`config.mk`:
```
export PLATFORM = sky130hd
export DESIGN_NAME = dec2bin_seq
export DESIGN_NICKNAME = d
export VERILOG_FILES = /design/src/rtl/dec2bin_seq.sv
export SDC_FILE = /design/constraint.sdc
export NUM_CORES = 1
export LEC_CHECK = 0
export CAP_MARGIN = 20
export CORE_MARGIN = 8
export CORE_UTILIZATION = 55
export DETAILED_ROUTE_END_ITERATION = 16
export PLACE_DENSITY_LB_ADDON = 0.2
export SLEW_MARGIN = 20
export SYNTH_ARGS = -nofsm -noshare
export SYNTH_HDL_FRONTEND = slang
export SYNTH_SLANG_ARGS = --single-unit
```
`constraint.sdc`:
```
create_clock -name clk -period 2.2 [get_ports clk]
set_clock_uncertainty 0.15 [all_clocks]
set_input_delay 0.33 -clock clk [delete_from_list [all_inputs] [get_ports clk]]
set_output_delay 0.33 -clock clk [all_outputs]
set_load 0.01 [all_outputs]
```
`src/rtl/dec2bin_seq.sv`:
```
// rtl/dec2bin_seq.sv - sequential packed-BCD to unsigned binary converter (reverse double-dabble)
module dec2bin_seq #(
  parameter int NUM_DIGITS = 3,
  parameter int BIN_WIDTH  = 10
) (
  input  logic                    clk,
  input  logic                    rst,
  input  logic                    start,
  input  logic [4*NUM_DIGITS-1:0] bcd_in,
  output logic                    ready,
  output logic                    busy,
  output logic                    done,
  output logic [BIN_WIDTH-1:0]    bin_out,
  output logic                    err,
  output logic                    ovf
);

  localparam int N  = 4 * NUM_DIGITS;
  localparam int CW = $clog2(N + 1);

  typedef enum logic [1:0] {
    S_IDLE,
    S_CHECK,
    S_SHIFT,
    S_DONE
  } state_t;

  state_t               state_q, state_d;
  logic [N-1:0]         bcd_sr_q, bcd_sr_d;
  logic [N-1:0]         bin_sr_q, bin_sr_d;
  logic [CW-1:0]        cnt_q, cnt_d;
  logic [BIN_WIDTH-1:0] bin_out_q, bin_out_d;
  logic                 err_q, err_d;
  logic                 ovf_q, ovf_d;

  logic [N-1:0]         bcd_shift;
  logic [N-1:0]         bcd_adj;
  logic [N-1:0]         bin_shift;
  logic                 bad_digit;
  logic                 ovf_next;
  logic                 last_step;

  // One reverse double-dabble step: shift the pair right, then pull every digit >= 8 back by 3
  always_comb begin
    bcd_shift = {1'b0, bcd_sr_q[N-1:1]};
    bin_shift = {bcd_sr_q[0], bin_sr_q[N-1:1]};
    bcd_adj   = bcd_shift;
    for (int i = 0; i < NUM_DIGITS; i++) begin
      if (bcd_shift[4*i +: 4] >= 4'd8) begin
        bcd_adj[4*i +: 4] = bcd_shift[4*i +: 4] - 4'd3;
      end
    end
  end

  // Flag any captured digit outside 0..9
  always_comb begin
    bad_digit = 1'b0;
    for (int i = 0; i < NUM_DIGITS; i++) begin
      if (bcd_sr_q[4*i +: 4] > 4'd9) begin
        bad_digit = 1'b1;
      end
    end
  end

  // Bits of the full result that do not fit in bin_out signal overflow
  generate
    if (BIN_WIDTH < N) begin : g_ovf
      assign ovf_next = |bin_shift[N-1:BIN_WIDTH];
    end else begin : g_no_ovf
      assign ovf_next = 1'b0;
    end
  endgenerate

  assign last_step = (cnt_q == CW'(N - 1));

  // Next-state and datapath control; everything holds unless a state acts on it
  always_comb begin
    state_d   = state_q;
    bcd_sr_d  = bcd_sr_q;
    bin_sr_d  = bin_sr_q;
    cnt_d     = cnt_q;
    bin_out_d = bin_out_q;
    err_d     = err_q;
    ovf_d     = ovf_q;
    unique case (state_q)
      S_IDLE: begin
        if (start) begin
          bcd_sr_d = bcd_in;
          bin_sr_d = '0;
          cnt_d    = '0;
          state_d  = S_CHECK;
        end
      end
      S_CHECK: begin
        if (bad_digit) begin
          bin_out_d = '0;
          err_d     = 1'b1;
          ovf_d     = 1'b0;
          state_d   = S_DONE;
        end else begin
          state_d = S_SHIFT;
        end
      end
      S_SHIFT: begin
        bcd_sr_d = bcd_adj;
        bin_sr_d = bin_shift;
        cnt_d    = cnt_q + 1'b1;
        if (last_step) begin
          bin_out_d = bin_shift[BIN_WIDTH-1:0];
          ovf_d     = ovf_next;
          err_d     = 1'b0;
          state_d   = S_DONE;
        end
      end
      S_DONE: begin
        state_d = S_IDLE;
      end
      default: begin
        state_d = S_IDLE;
      end
    endcase
  end

  // State and datapath registers; reset aborts any conversion in flight
  always_ff @(posedge clk or posedge rst) begin
    if (rst) begin
      state_q   <= S_IDLE;
      bcd_sr_q  <= '0;
      bin_sr_q  <= '0;
      cnt_q     <= '0;
      bin_out_q <= '0;
      err_q     <= 1'b0;
      ovf_q     <= 1'b0;
    end else begin
      state_q   <= state_d;
      bcd_sr_q  <= bcd_sr_d;
      bin_sr_q  <= bin_sr_d;
      cnt_q     <= cnt_d;
      bin_out_q <= bin_out_d;
      err_q     <= err_d;
      ovf_q     <= ovf_d;
    end
  end

  assign ready   = (state_q == S_IDLE);
  assign busy    = (state_q == S_CHECK) || (state_q == S_SHIFT);
  assign done    = (state_q == S_DONE);
  assign bin_out = bin_out_q;
  assign err     = err_q;
  assign ovf     = ovf_q;

endmodule

```
==> reports/qor.yml <==
outcome: "finished, final reports clean"
startpoint_type: "flop"
grt_pass1_vias: 1835
crit_buf_inv: 2
first_pass_iters: 4
finalCritPeriodShare_pct: 95.66
pin_count: 30
wirelength_um: 5149
fill_cells: 359
seqCellArea_sq_mm: 0.001026
drtIter0Drc: 129
multiInputGateArea_sq_mm: 0.001215
layout-drive-gt1-share_pct: 16.60
crit_family: "buffers and inverters"
crit_path_top_delay_cell: "clkdlybuf4s50_1"
syn_inst: 228
cap_violations: 0
place_ws_ns: 0.2107
die_h_um: 82.06
worstPathMaxFanout: 5
grt_pass1_wl_um: 8797
syn-cell-area_sq_mm: 0.002400
cts_tree: "yes"
synthesis.nets: 252
vias: 1848
p_leak_nw: 1.217
dp_cells: 303
synth_seq_cells: 41
dp_hpwl_um: 3678
htree_levels: 2
start_util_pct: 56.28
crit_chain: "inv_1, ha_1, clkdlybuf4s50_1"
post_cts_buffers: 0
setup_viol: 0
whs_ns: 0.3042
fin_crit_ns: 2.104
vias_per_cell: 5.942
maxSlewHeadroom_pct: 64.69
numClockSinks: 41
worst_slew_pin_slew_ns: 0.5297
clk_pin_slew_ns: 0.09
cts_buffers: 5
rows: 24
syn_to_final_growth_pct: 16.94
cts_resized: 0
final_cells: 311
cp.required_ns: 1.72
syn_avg_cell_area_sq_um: 10.53
synth_cell_types: 42
vdd_drop_max_uv: 980.7
crit_path_end_kind: "primary output"
yosysSeqAreaShare_pct: 42.75
grt_max_degree: 42
core-area_sq_mm: 0.004264
finalWorstSetupSlack_ns: 0.09551
io_buffer_count: 29
max_stage_delay_ns: 0.54
dieArea_sq_mm: 0.006733
placed_cell_area_sq_mm: 0.002713
async_flop_share_pct: 100.0
clockBufferDepth: 2
antenna_found_initial: 0
drcViolationCount: 0
max_freq_mhz: 475.2
wl_per_cell_um: 16.56
worstSetupPathType: "reg2out"
overflow: 0
yosys.area.top_type: "dfrtp_1"
synth_edf_count: 0
stdcell_area_sq_mm: 0.002806
clock-root-buffer: "clkbuf_8"
synth_top_area_share_pct: 42.75
die_w_um: 82.06
finalNetCount: 282
ant_nets: 0
grt.total_usage_pct: 16.66
ys_warn_count: 0
cts_hold_buf: 0
clk_latency_ns: 0.30
rsz0062_at_grt: "false"
hold_path.class: "in2async"
yosysMostFrequentCell: "dfrtp_1"
synth_ff_type: "dfrtp_1"
gp_congestion: 0.7832
synth_area_leaders: "dfrtp_1 43%, o211ai_2 5.2%, nand4b_1 4.7%"
worstPathArrival_ns: 1.62
hold_violations: 0
cellPowerDensity_mw_per_mm2: 1209
synth_common_cells: "41 x dfrtp_1, 30 x nand2_1, 13 x nand3_1, 13 x nand4b_1, 12 x a22o_1"
diodes: 0
fin_setup_tns_ns: 0
slew_viol_final: 0
==> worst min-delay path: cells and delay by family <==
kind	cells	cell delay [ns]
buffers and inverters	3	0.88
==> area by class of cell <==
class                           count  share of cell area, %
Multi-Input combinational cell    161                  43.29
Sequential cell                    41                  36.56
Inverter                            9                  1.204
Timing Repair Buffer               40                  13.29
Clock buffer                        5                  2.452
Tap cell                           52                  2.318
Clock inverter                      3                 0.8917
==> worst paths after layout <==
check                                        startpoint                      end  slack, ns  cells past startpoint
worst max-delay path             state_q[1]$_DFFE_PP0P_                     busy        0.1                      3
max in group asynchronous                           rst     cnt_q[3]$_DFFE_PP0P_       1.22                      3
worst min register to register  bin_sr_q[1]$_DFFE_PP0P_  bin_sr_q[1]$_DFFE_PP0P_       0.38                      1
worst max register to register   state_q[0]$_DFFE_PP0P_  bcd_sr_q[4]$_DFFE_PP0P_       0.25                      6
worst min-delay path                                rst  bin_sr_q[4]$_DFFE_PP0P_       0.30                      3
min in group clk                bin_sr_q[1]$_DFFE_PP0P_  bin_sr_q[1]$_DFFE_PP0P_       0.38                      1
==> cells in the final DEF (no fill, tap or decap), types with 3 or more instances in the layout <==
cell             synthesis  final
a21oi_1                  5      5
mux2_2                   3      3
o21ai_0                  9      9
nand3_1                 13     13
inv_1                    9      9
mux2i_1                  7      7
a22o_1                  12     12
a221oi_1                 3      3
nand2_1                 30     30
a31oi_1                  6      6
dfrtp_1                 41     41
ha_1                     9      9
clkdlybuf4s50_1          0     29
buf_4                    1     11
nand4b_1                13     13
o22ai_1                  4      4
o211ai_2                10     10
clkbuf_8                 0      5
nor2_1                   3      3
nor2b_1                  7      7
==> flip-flops by register name (all words and copies together) (netlist names) <==
register and cells:
err 1, cnt_q 4, bin_sr_q 11, state_q 2
ovf 1, bin_out 10, bcd_sr_q 12
==> stage by stage <==
stage | util [%] | power (mW)
after floorplan | - | 2.505
after global placement | 63.62 | 2.853
after detailed placement | 63.62 | 2.887
after CTS | 65.82 | 3.411
after global routing | 65.82 | 3.655
final | 65.82 | 3.392
==> per-layer routing <==
| metal | vias to the layer above | GRT usage, % | share of wire [%] |
|---|---|---|---|
| met2 | 35 | 25.97 | 48 |
| met5 | - | 0 | 0 |
| met1 | 913 | 22.31 | 47 |
| met4 | 0 | 5.263 | 1.7 |
| met3 | 8 | 3.939 | 3.8 |
| li1 | 892 | - | - |
==> cell families (layout without fill, tap and decap cells) <==
family                     count (synthesis)  in the layout  synth area share, %
and+or+nand+nor                           76             76                18.51
AOI/OAI and AO/OA                         61             61                20.70
DFF                                       41             41                42.75
buffers and inverters                     26             57                6.621
muxes                                     11             11                5.266
adders and majority gates                  9              9                4.692
xor gates and xnor gates                   4              4                1.460
==> where the power goes <==
part | leakage, nW | internal (mW) | total (mW) | switching [mW]
sequential | 0.535 | 0.978 | 1.25 | 0.276
clock | 0.0452 | 0.231 | 0.523 | 0.292
combinational | 0.638 | 0.747 | 1.62 | 0.868
(Power assumes the default switching activity.)
